===== config.mk =====
export PLATFORM = sky130hd
export DESIGN_NAME = muldiv_unit
export DESIGN_NICKNAME = d
export VERILOG_FILES = /design/src/rtl/muldiv_unit.sv
export SDC_FILE = /design/constraint.sdc
export NUM_CORES = 1
export LEC_CHECK = 0
export CELL_PAD_IN_SITES_DETAIL_PLACEMENT = 1
export CELL_PAD_IN_SITES_GLOBAL_PLACEMENT = 1
export CORE_MARGIN = 2
export CORE_UTILIZATION = 47
export CTS_BUF_LIST = sky130_fd_sc_hd__clkbuf_4
export CTS_CLUSTER_SIZE = 30
export DETAILED_ROUTE_END_ITERATION = 10
export GPL_ROUTABILITY_DRIVEN = 0
export PLACE_DENSITY = 0.91
export SYNTH_ARGS = -nofsm -noshare
export SYNTH_HDL_FRONTEND = slang
export SYNTH_SLANG_ARGS = --single-unit
export TNS_END_PERCENT = 10

===== constraint.sdc =====
create_clock -name s_clk -period 7.5 [get_ports s_clk]
set_input_delay 0.75 -clock s_clk [delete_from_list [all_inputs] [get_ports s_clk]]
set_output_delay 0.75 -clock s_clk [all_outputs]
set_load 0.01 [all_outputs]

===== src/rtl/muldiv_unit.sv =====
// muldiv_unit: iterative RV32M/RV64M multiply/divide unit with valid/ready handshakes.
// Shift-add multiply retires MUL_STEP multiplier bits per cycle; restoring divide one bit per cycle.
module muldiv_unit #(
    parameter int unsigned XLEN     = 32,
    parameter int unsigned MUL_STEP = 1
) (
    input  logic            s_clk,
    input  logic            s_reset,
    input  logic            req_valid,
    output logic            req_ready,
    input  logic [2:0]      req_funct3,
    input  logic [XLEN-1:0] req_a,
    input  logic [XLEN-1:0] req_b,
    input  logic            kill,
    output logic            busy,
    output logic            rsp_valid,
    input  logic            rsp_ready,
    output logic [XLEN-1:0] rsp_result
);
    localparam int unsigned CW = $clog2(XLEN) + 1;
    localparam int unsigned AW = 2 * XLEN;
    localparam logic [CW-1:0] MulLast = CW'(XLEN / MUL_STEP - 1);
    localparam logic [CW-1:0] DivLast = CW'(XLEN - 1);

    typedef enum logic [1:0] {StIdle, StMul, StDiv, StDone} state_e;

    state_e          state;
    logic [2:0]      funct3_q;
    logic [XLEN-1:0] a_mag_q;
    logic [XLEN-1:0] b_mag_q;
    logic            negate_q;
    logic [AW-1:0]   acc_q;
    logic [CW-1:0]   cnt_q;

    logic            accept;
    logic            a_signed, b_signed, a_neg, b_neg;
    logic            is_div, div_zero, div_ovf, negate_d;
    logic [XLEN-1:0] a_mag_d, b_mag_d, special_result;

    logic [XLEN+MUL_STEP-1:0] mul_partial, mul_sum;
    logic [AW-1:0]            mul_next, div_next, iter_next, prod;
    logic [XLEN:0]            rem_shift, rem_diff;
    logic [XLEN-1:0]          quo, rem, final_result;
    logic                     last_iter;

    assign req_ready = ((state == StIdle) || ((state == StDone) && rsp_ready)) && !s_reset;
    assign accept    = req_valid && req_ready && !kill;

    // Request decode: operand magnitudes, sign of result and the no-iteration cases.
    always_comb begin
        a_signed = (req_funct3 != 3'b011) && (req_funct3 != 3'b101) && (req_funct3 != 3'b111);
        b_signed = (req_funct3 == 3'b000) || (req_funct3 == 3'b001) ||
                   (req_funct3 == 3'b100) || (req_funct3 == 3'b110);
        a_neg    = a_signed && req_a[XLEN-1];
        b_neg    = b_signed && req_b[XLEN-1];
        a_mag_d  = a_neg ? -req_a : req_a;
        b_mag_d  = b_neg ? -req_b : req_b;
        negate_d = (req_funct3 == 3'b110) ? a_neg : (a_neg ^ b_neg);
        is_div   = req_funct3[2];
        div_zero = is_div && (req_b == '0);
        div_ovf  = is_div && !req_funct3[0] && (req_a == {1'b1, {(XLEN-1){1'b0}}}) &&
                   (req_b == '1);
        if (div_zero) begin
            special_result = req_funct3[1] ? req_a : '1;
        end else begin
            special_result = req_funct3[1] ? '0 : req_a;
        end
    end

    // One iteration step for each algorithm and the sign-corrected result of the final step.
    always_comb begin
        mul_partial = {{MUL_STEP{1'b0}}, a_mag_q} * {{XLEN{1'b0}}, acc_q[MUL_STEP-1:0]};
        mul_sum     = {{MUL_STEP{1'b0}}, acc_q[AW-1:XLEN]} + mul_partial;
        mul_next    = {mul_sum, acc_q[XLEN-1:MUL_STEP]};

        rem_shift = acc_q[AW-1:XLEN-1];
        rem_diff  = rem_shift - {1'b0, b_mag_q};
        if (!rem_diff[XLEN]) begin
            div_next = {rem_diff[XLEN-1:0], acc_q[XLEN-2:0], 1'b1};
        end else begin
            div_next = {rem_shift[XLEN-1:0], acc_q[XLEN-2:0], 1'b0};
        end

        iter_next = (state == StDiv) ? div_next : mul_next;
        prod      = negate_q ? -iter_next : iter_next;
        quo       = negate_q ? -iter_next[XLEN-1:0] : iter_next[XLEN-1:0];
        rem       = negate_q ? -iter_next[AW-1:XLEN] : iter_next[AW-1:XLEN];

        unique case (funct3_q)
            3'b000:                 final_result = prod[XLEN-1:0];
            3'b001, 3'b010, 3'b011: final_result = prod[AW-1:XLEN];
            3'b100, 3'b101:         final_result = quo;
            default:                final_result = rem;
        endcase

        last_iter = (state == StDiv) ? (cnt_q == DivLast) : (cnt_q == MulLast);
    end

    always_ff @(posedge s_clk or posedge s_reset) begin
        if (s_reset) begin
            state      <= StIdle;
            funct3_q   <= '0;
            a_mag_q    <= '0;
            b_mag_q    <= '0;
            negate_q   <= 1'b0;
            acc_q      <= '0;
            cnt_q      <= '0;
            busy       <= 1'b0;
            rsp_valid  <= 1'b0;
            rsp_result <= '0;
        end else if (kill) begin
            state     <= StIdle;
            busy      <= 1'b0;
            rsp_valid <= 1'b0;
        end else if (accept) begin
            funct3_q <= req_funct3;
            a_mag_q  <= a_mag_d;
            b_mag_q  <= b_mag_d;
            negate_q <= negate_d;
            cnt_q    <= '0;
            busy     <= 1'b1;
            if (div_zero || div_ovf) begin
                state      <= StDone;
                rsp_result <= special_result;
                rsp_valid  <= 1'b1;
            end else if (is_div) begin
                state     <= StDiv;
                acc_q     <= {{XLEN{1'b0}}, a_mag_d};
                rsp_valid <= 1'b0;
            end else begin
                state     <= StMul;
                acc_q     <= {{XLEN{1'b0}}, b_mag_d};
                rsp_valid <= 1'b0;
            end
        end else begin
            unique case (state)
                StMul, StDiv: begin
                    acc_q <= iter_next;
                    cnt_q <= cnt_q + CW'(1);
                    if (last_iter) begin
                        state      <= StDone;
                        rsp_result <= final_result;
                        rsp_valid  <= 1'b1;
                    end
                end
                StDone: begin
                    if (rsp_ready) begin
                        state     <= StIdle;
                        busy      <= 1'b0;
                        rsp_valid <= 1'b0;
                    end
                end
                default: ;
            endcase
        end
    end
endmodule


---- Word level (Yosys, flattened, before mapping) ----
Index checks and enable logic that the tools add are counted.
cells by class
  $add $sub $neg .......................... 8
  $mul .................................... 1
  bitwise gates (word level) .............. 2
  reductions and logical operators ........ 38
  eq/ne operators ......................... 21
  multiplexer cells ....................... 38
operators with widths
  kind                                                              count
  32-bit two-way mux                                                12
  64-bit two-way mux                                                6
  32-bit negator                                                    4
  32-bit one-hot mux with 3 select lines                            1
  32-bit == test (second input constant)                            2
  64-bit negator                                                    1
  32-bit by 33-bit adder with 33-bit output                         1
  32-bit by 1-bit multiplier with 33-bit output                     1
  33-bit by 32-bit subtractor with 33-bit output                    1
  32-bit logical NOT                                                1
  3-bit == test (second input constant)                             4
  1-bit logical AND                                                 12
  2-bit two-way mux                                                 6
  6-bit two-way mux                                                 2
  1-bit two-way mux                                                 9
  4-bit inequality test (second input constant)                     2
  6-bit by 1-bit adder with 6-bit output (second input constant)    1
  3-bit by 1-bit == test with 1-bit output (second input constant)  2
  3-bit by 2-bit == test with 1-bit output (second input constant)  2
  6-bit by 5-bit == test with 1-bit output (second input constant)  1
  3-bit logical NOT                                                 2
  3-bit inequality test (second input constant)                     2
  2-bit AND reduction                                               3
  3-bit AND reduction                                               2
  18 further kinds                                                  28
storage, ports and cells
  logic and storage cells ................. 118
  register bits after elaboration ......... 174
  bits of input ports ..................... 72
  output and inout bits ................... 35

---- Depth between registers and ports, before layout ----
Gate-level depths: netlist (run 1).
  word-level depth ........................ 9
  gate-level depth with buffers ........... 25
  gate-level depth less buffers ........... 23

---- Worst setup path after synthesis (run 1) ----
Ideal clock, no wire load.
  path kind ............................... flip-flop to flip-flop
  start point ............................. register acc_q[31]
  end point ............................... register rsp_result[28]
  cell stages (with the launch flop) ...... 23
  data required time ...................... 7.419 ns
  path slack .............................. 2.915 ns
  library setup time ...................... 0.081 ns
  path buffers ............................ 0
  arrival ................................. 4.503 ns
  clock period less this slack ............ 4.585 ns
  path through ............................ dfrtp_1 inv_1 ha_1 inv_1 fa_1 a211oi_1 o211ai_1 and3_4 o21a_4 o31ai_4 nor2_1 nor2_1 ha_1 nand3b_1 or2_2 nor2_1 nand2_1 nor2_1 nor2_1 or4b_1 mux2i_1 nand3_1 a31oi_2
between the ends
  cells in the longest elaborated chain, start to end .. 9
  elaborated cells on any way between the ends .. 13
  those cells by class .................... add/sub (4); mux (9)
ends and longest elaborated chain
  element                                         RTL line  RTL
  start, declared                                 32        logic [AW-1:0] acc_q;
  start signal, assigned                          128       acc_q <= {{XLEN{1'b0}}, a_mag_d};
  start signal, assigned                          132       acc_q <= {{XLEN{1'b0}}, b_mag_d};
  start signal, assigned                          138       acc_q <= iter_next;
  33-bit by 32-bit subtractor with 33-bit output  77        rem_diff = rem_shift - {1'b0, b_mag_q};
  64-bit two-way mux                              78        if (!rem_diff[XLEN]) begin
  64-bit two-way mux *                            84        iter_next = (state == StDiv) ? div_next : mul_next;
  64-bit negator (tied with other cells)          85        prod = negate_q ? -iter_next : iter_next;
  64-bit two-way mux (tied with other cells)      85
  32-bit one-hot mux with 3 select lines *        89        unique case (funct3_q)
  32-bit two-way mux *                            140       if (last_iter) begin
  32-bit two-way mux *                            136       unique case (state)
  32-bit two-way mux *                            115       end else if (accept) begin
  end signal, assigned                            124       rsp_result <= special_result;
  end signal, assigned                            142       rsp_result <= final_result;
  end, declared                                   18        output logic [XLEN-1:0] rsp_result
Mark *: on every way between the ends. The rest lies on a longest branch, timed or not. The select of a mux whose other input is x is not followed.
A chain may end at the register's enable or synchronous reset.

---- Worst setup path after layout (run 1) ----
  start point ............................. register acc_q[40]
  end point ............................... register rsp_result[28]
Same word-level chain as after synthesis.

==> flow_summary.yaml, run 1 <==
yosys:
  synth-edff-count: 0
  synth_top_family_by_area: "compound AO/OA/AOI/OAI gates"
  async_flop_share_pct: 100
  synth-compound-area-share_pct: 28.1
  syn_avg_cell_area_um2: 7.49
  synthCells: 2353
  yosysWarnings: 0
  yosysSeqAreaShare_pct: 24.7
  synth.distinct_cells: 114
  synth-seq-cells: 174
  synth_fa_ha_area_share_pct: 5.58
  muxShareOfSynthArea_pct: 3.57
  ys.flop_type: "dfrtp_1"
  syn-cell-area_um2: 17600
  synth-simple-area-share_pct: 24.4
  synth_xor_area_share_pct: 8.50
  synth_nets: 2500
sta:
  fmax_mhz: 157
  max_slew_margin_pct: 13.9
  slew_viol_final: 0
  period_minus_slack_ns: 6.35
  worstMarginPinSlew_ns: 1.28
  finalHoldViolations: 0
  clock-skew-final_ns: 0.0391
  finalSetupViolations: 0
  setup_tns_ns: 0
  rsz0062_at_grt: "false"
  period_share_pct: 84.7
worst_setup_path:
  rrSetupSlack_ns: 1.15
  worst_setup_path_start_kind: "register"
  slowest_delay_ns: 0.59
  critPathBufInv: 1
  cp_top_family: "simple AND/OR/NAND/NOR gates"
  cp.required_ns: 8.13
  endpoint_kind: "register"
  slowest_stage: "or4b_1"
  crit_start: "acc_q[40]"
  r2r-end: "rsp_result[28]"
  reg2reg_depth: 20
  crit_path_max_fanout: 13
  crit_path_cell_trace: "ha_1, nand4_1, nor3_1, and3_4, o21ai_4, a21oi_2, buf_4, nor2_1, nor2_1, ha_1, nand3b_1, or2_2, nor2_1, nand2_1, nor2_1, nor2_1, or4b_1, mux2i_1, nand3_1, a31oi_2"
  criticalPathCategory: "reg2reg"
  crit-reg2reg-launch: "acc_q[40]"
  crit_top_cell: "nor2_1"
  arrival_ns: 6.98
pwr:
  total_power_mw: 9.76
  power_density_nw_per_um2: 510
  leakage_nw: 7.55
  irDropWorstVdd_uv: 368
place:
  dp.final_hpwl_mm: 62.2
  dp.cells: 2803
  portBuffers: 106
  dpl_cell_area_um2: 18900
clocking:
  root_buffer: "clkbuf_4"
  cts_setup_buffers: 0
  clk_latency_ns: 0.71
  cts_buffers: 17
  cts_tree: "yes"
  cts_hold_buf: 0
  htree_levels: 4
  cts_repair_resize_count: 0
  cts_buffer_depth: 2
  clkTransAtPathRegs_ns: 0.17
  clock_sinks: 174
finish:
  syn_to_final_growth_pct: 8.73
  finish.utilization_pct: 52.1
  nets: 2501
  stdcell_area_um2: 19200
  fillers: 4653
  fin_cells: 2844
  drive_gt1_share_pct: 6.34
min_path:
  min_from: "a_mag_q[6]"
  hold_depth: 2
  hold_end: "a_mag_q[6]"
  min_path_type: "reg2reg"
drt:
  drt_first_iter_violations: 2613
  drt-total-wl_mm: 81.8
  vias: 20300
  wl_per_cell_um: 28.8
  drc: 0
  dr.pass1.iters: 6
  ant_nets: 0
  vias_per_cell: 7.14
global_route:
  grt_pass1_vias: 20400
  antenna_found_initial: 8
  grt_max_degree: 96
  overflow: 0
  track_usage_pct: 42.0
  grt_pass1_wl_mm: 124
flow_run:
  cap_viol_max_count: 0
floorplanning:
  coreArea_um2: 36800
  ios: 107
  die_x_um: 198
  rows: 70
  die-height_um: 198
  initial_core_util_pct: 47.9
  die_area_um2: 39000
run_status:
  status: "finished clean"
[per-layer routing]
layer / GRT usage [%] / part of all wire, % / wire (um) / vias up
met3: 11.4 / 11 / 9410 / 398
met2: 64.0 / 43 / 35000 / 1414
met1: 51.6 / 37 / 30500 / 9911
met5: 0 / 0.013 / 11 / -
li1: - / - / - / 8568
met4: 29.4 / 8.4 / 6900 / 2
[area by class of cell]
class	instances	area [um2]	area share, %
clock inverters	15	138	0.719
repair buffers	135	1270	6.65
multi-input cells	1956	12400	64.7
flip-flops and latches	174	4360	22.7
well taps	468	586	3.06
clock buffers	17	128	0.666
inverters	70	268	1.40
diodes	9	22.5	0.118
[how the worst max path moves through the flow]
stage / slack (ns) / endpoint / cells after the start
final: 1.15 / rsp_result[28] / 20
after global placement: 1.66 / rsp_result[28] / 20
after global routing: 1.04 / rsp_result[28] / 20
after CTS: 1.47 / rsp_result[28] / 20
after detailed placement: 1.54 / rsp_result[28] / 20
after floorplan: 2.03 / a_mag_q[0] / 1
[per-stage QoR]
| step | hold WS (ns) | setup WS (ns) |
|---|---|---|
| 2_1_floorplan | 0.442 | 2.03 |
| 3_3_place_gp | 0.456 | 1.66 |
| 3_5_place_dp | 0.465 | 1.54 |
| 4_1_cts | 0.498 | 1.47 |
| 5_1_grt | 0.523 | 1.04 |
| 6_report | 0.497 | 1.15 |
[synthesized netlist by cell type (7+ instances only)]
master | instances | area share (%)
nand2_1 | 343 | 7.3
o31ai_1 | 33 | 1.4
mux2_2 | 14 | 0.90
dfrtp_1 | 174 | 25
a21o_1 | 23 | 0.98
nor4_1 | 19 | 0.67
a221o_1 | 8 | 0.45
o21ai_0 | 257 | 7.3
o221ai_1 | 28 | 1.4
a311oi_1 | 10 | 0.50
xnor2_1 | 91 | 4.5
a21oi_2 | 8 | 0.40
xor2_1 | 80 | 4.0
ha_1 | 73 | 5.2
o21a_1 | 11 | 0.47
a22oi_1 | 10 | 0.43
buf_1 | 18 | 0.38
o41ai_1 | 10 | 0.50
and2_1 | 47 | 1.7
nand4_1 | 37 | 1.3
nor2b_1 | 11 | 0.39
a221oi_1 | 15 | 0.75
nand3_1 | 80 | 2.3
clkbuf_1 | 106 | 2.3
or2_2 | 10 | 0.36
a211oi_1 | 36 | 1.5
and3_1 | 14 | 0.50
o21ai_1 | 10 | 0.28
a31oi_1 | 31 | 1.1
nor3_1 | 57 | 1.6
nor2_1 | 185 | 3.9
buf_2 | 19 | 0.54
nand3b_1 | 7 | 0.30
inv_1 | 70 | 1.5
nand2b_1 | 12 | 0.43
o211ai_1 | 34 | 1.4
a21oi_1 | 147 | 4.2
mux2i_1 | 41 | 2.3
or3_1 | 18 | 0.64
[logic make-up (layout without fill, tap and decap cells)]
family / count (synthesis) / after routing
buf+inv: 223 / 237
simple gates: 892 / 892
mux: 58 / 58
flops: 174 / 174
fa+ha+maj: 78 / 78
xor+xnor: 171 / 171
compound gates: 757 / 757
other cells: 0 / 9
[tightest hold or removal path, cell delays in order (launching register included)]
cell	delay, ns
dfrtp_1	0.37
nand2_1	0.05
o21ai_0	0.06
[state kept, by name, summed over array words and instances (netlist names)]
name        count
state           2
rsp_result     32
a_mag_q        32
busy            1
rsp_valid       1
funct3_q        3
cnt_q           6
b_mag_q        32
negate_q        1
acc_q          64
[power by group]
part	total, mW	switching (mW)	internal [mW]
registers	1.72	0.449	1.27
clock network	0.586	0.417	0.169
logic	7.45	5.14	2.31
[cell usage in the layout (no fill, tap or decap), types with 72 or more instances in the layout]
cell,Yosys,layout
nand3_1,80,80
dfrtp_1,174,173
nand2_1,343,341
nor2_1,185,184
ha_1,73,72
xor2_1,80,80
xnor2_1,91,91
a21oi_1,147,146
clkdlybuf4s50_1,0,105
o21ai_0,257,256
(Power assumes the default switching activity.)
==> run 2: changes to the inputs <==
Clock period 7.5 ns to 6.3 ns, I/O delays scaled along.
==> flow_summary.yaml, run 2 (synthesis gave the netlist of run 1 again) <==
min_path:
  min_path_type: "reg2reg"
  hold_depth: 2
finish:
  top_register: "acc_q"
  nets: 2518
  final_cell_mix: "341 x nand2_1, 256 x o21ai_0, 184 x nor2_1"
  final_common_cell: "nand2_1"
  drive_gt1_share_pct: 7.01
  finish.utilization_pct: 52.4
  largest_reg_flops: 64
  stdcell_area_um2: 19300
  syn_to_final_growth_pct: 9.51
worst_setup_path:
  cp.depth: 18
  crit_top_cell: "inv_1"
  crit_path_max_fanout: 21
  reg2reg_depth: 18
  arrival_ns: 6.51
  criticalPathCategory: "reg2reg"
  slowest_delay_ns: 0.85
  cp_top_family: "simple AND/OR/NAND/NOR gates"
  crit_path_cell_trace: "inv_1, ha_1, inv_1, fa_1, a211oi_1, o211ai_1, and3_4, o21ai_4, a21oi_2, buf_4, nor2_2, o221ai_1, a31oi_2, nand4_1, or4_4, and4_1, nor4_1, o2bb2ai_1"
  endpoint_kind: "register"
  cp.required_ns: 6.86
  critPathBufInv: 3
  slowest_stage: "nor2_2"
  worst_setup_path_start_kind: "register"
drt:
  dr.pass1.iters: 6
  drc: 0
  ant_nets: 0
  vias_per_cell: 7.18
  wl_per_cell_um: 29.4
  vias: 20500
  drt_first_iter_violations: 2664
  drt-total-wl_mm: 84.0
sta:
  max_slew_margin_pct: 7.14
  worstMarginPinSlew_ns: 1.39
  fmax_mhz: 168
  finalHoldViolations: 0
  finalSetupViolations: 0
  period_share_pct: 94.5
  clock-skew-final_ns: 0.0465
  rsz0062_at_grt: "false"
  slew_viol_final: 0
  setup_tns_ns: 0
  period_minus_slack_ns: 5.95
place:
  dp.final_hpwl_mm: 64.0
  dpl_cell_area_um2: 19000
  portBuffers: 106
global_route:
  track_usage_pct: 43.1
  overflow: 0
  antenna_found_initial: 11
  grt_pass1_wl_mm: 126
  grt_max_degree: 98
  grt_pass1_vias: 20500
pwr:
  irDropWorstVdd_uv: 382
  leakage_nw: 7.64
  power_density_nw_per_um2: 624
  total_power_mw: 12.0
clocking:
  cts_repair_resize_count: 0
  root_buffer: "clkbuf_4"
  clkTransAtPathRegs_ns: 0.20
  cts_buffer_depth: 2
  cts_setup_buffers: 0
  cts_hold_buf: 0
  clk_latency_ns: 0.67
  cts_tree: "yes"
  cts_buffers: 17
  htree_levels: 4
  clock_sinks: 174
floorplanning:
  die-height_um: 198
  coreArea_um2: 36800
  die_area_um2: 39000
  rows: 70
  die_x_um: 198
  initial_core_util_pct: 47.9
  ios: 107
run_status:
  status: "finished clean"
flow_run:
  cap_viol_max_count: 0
==> run 2: worst paths after layout <==
check | startpoint | end | slack (ns)
max reg2reg | acc_q[31] | rsp_result[31] | 0.35
min in group asynchronous | s_reset | busy | 0.56
min reg2reg | b_mag_q[4] | b_mag_q[4] | 0.51
max in group asynchronous | s_reset | acc_q[40] | 4.48
min | b_mag_q[4] | b_mag_q[4] | 0.51
max | acc_q[31] | rsp_result[31] | 0.35
==> run 2: area by class of cell <==
cell class	count	area, um2
Multi-Input combinational cell	1956	12400
Clock inverter	11	145
Clock buffer	19	143
Tap cell	468	586
Antenna cell	4	10.0
Fill cell	4663	17500
Timing Repair Buffer	152	1400
Sequential cell	174	4360
Inverter	70	268
==> run 2: per-stage QoR <==
step / instances / hold slack [ns] / worst slack, ns
floorplan: 2353 / 0.442 / 0.953
global placement: 2820 / 0.454 / 0.728
detailed placement: 2820 / 0.471 / 0.541
CTS: 2850 / 0.502 / 0.497
global route: 2852 / 0.539 / 0.144
finish: 2854 / 0.509 / 0.350
==> run 2: power breakdown <==
group / internal [mW] / total, mW / switching (mW) / leakage (nW)
clock: 0.279 / 0.740 / 0.462 / 0.152
sequential: 1.52 / 2.09 / 0.573 / 2.24
combinational: 2.86 / 9.21 / 6.35 / 5.25
total: 4.66 / 12.0 / 7.38 / 7.64
==> run 2: metal layers <==
| metal | GRT usage, % | vias to the layer above | share of wire [%] |
|---|---|---|---|
| met5 | 0.383 | - | 0.12 |
| met4 | 34.1 | 14 | 9.6 |
| li1 | - | 8605 | - |
| met3 | 12.5 | 493 | 12 |
| met2 | 65.5 | 1477 | 43 |
| met1 | 50.8 | 9914 | 36 |
==> run 2: worst reg2reg max path: cells and delay by family, from the launching register on <==
kind	cells	cell delay, ns
AO/OA/AOI/OAI	7	2.02
AND/OR/NAND/NOR	6	2.39
adder cells (fa/ha/maj)	2	0.58
buffers and inverters	3	0.37
flip-flops	1	0.47
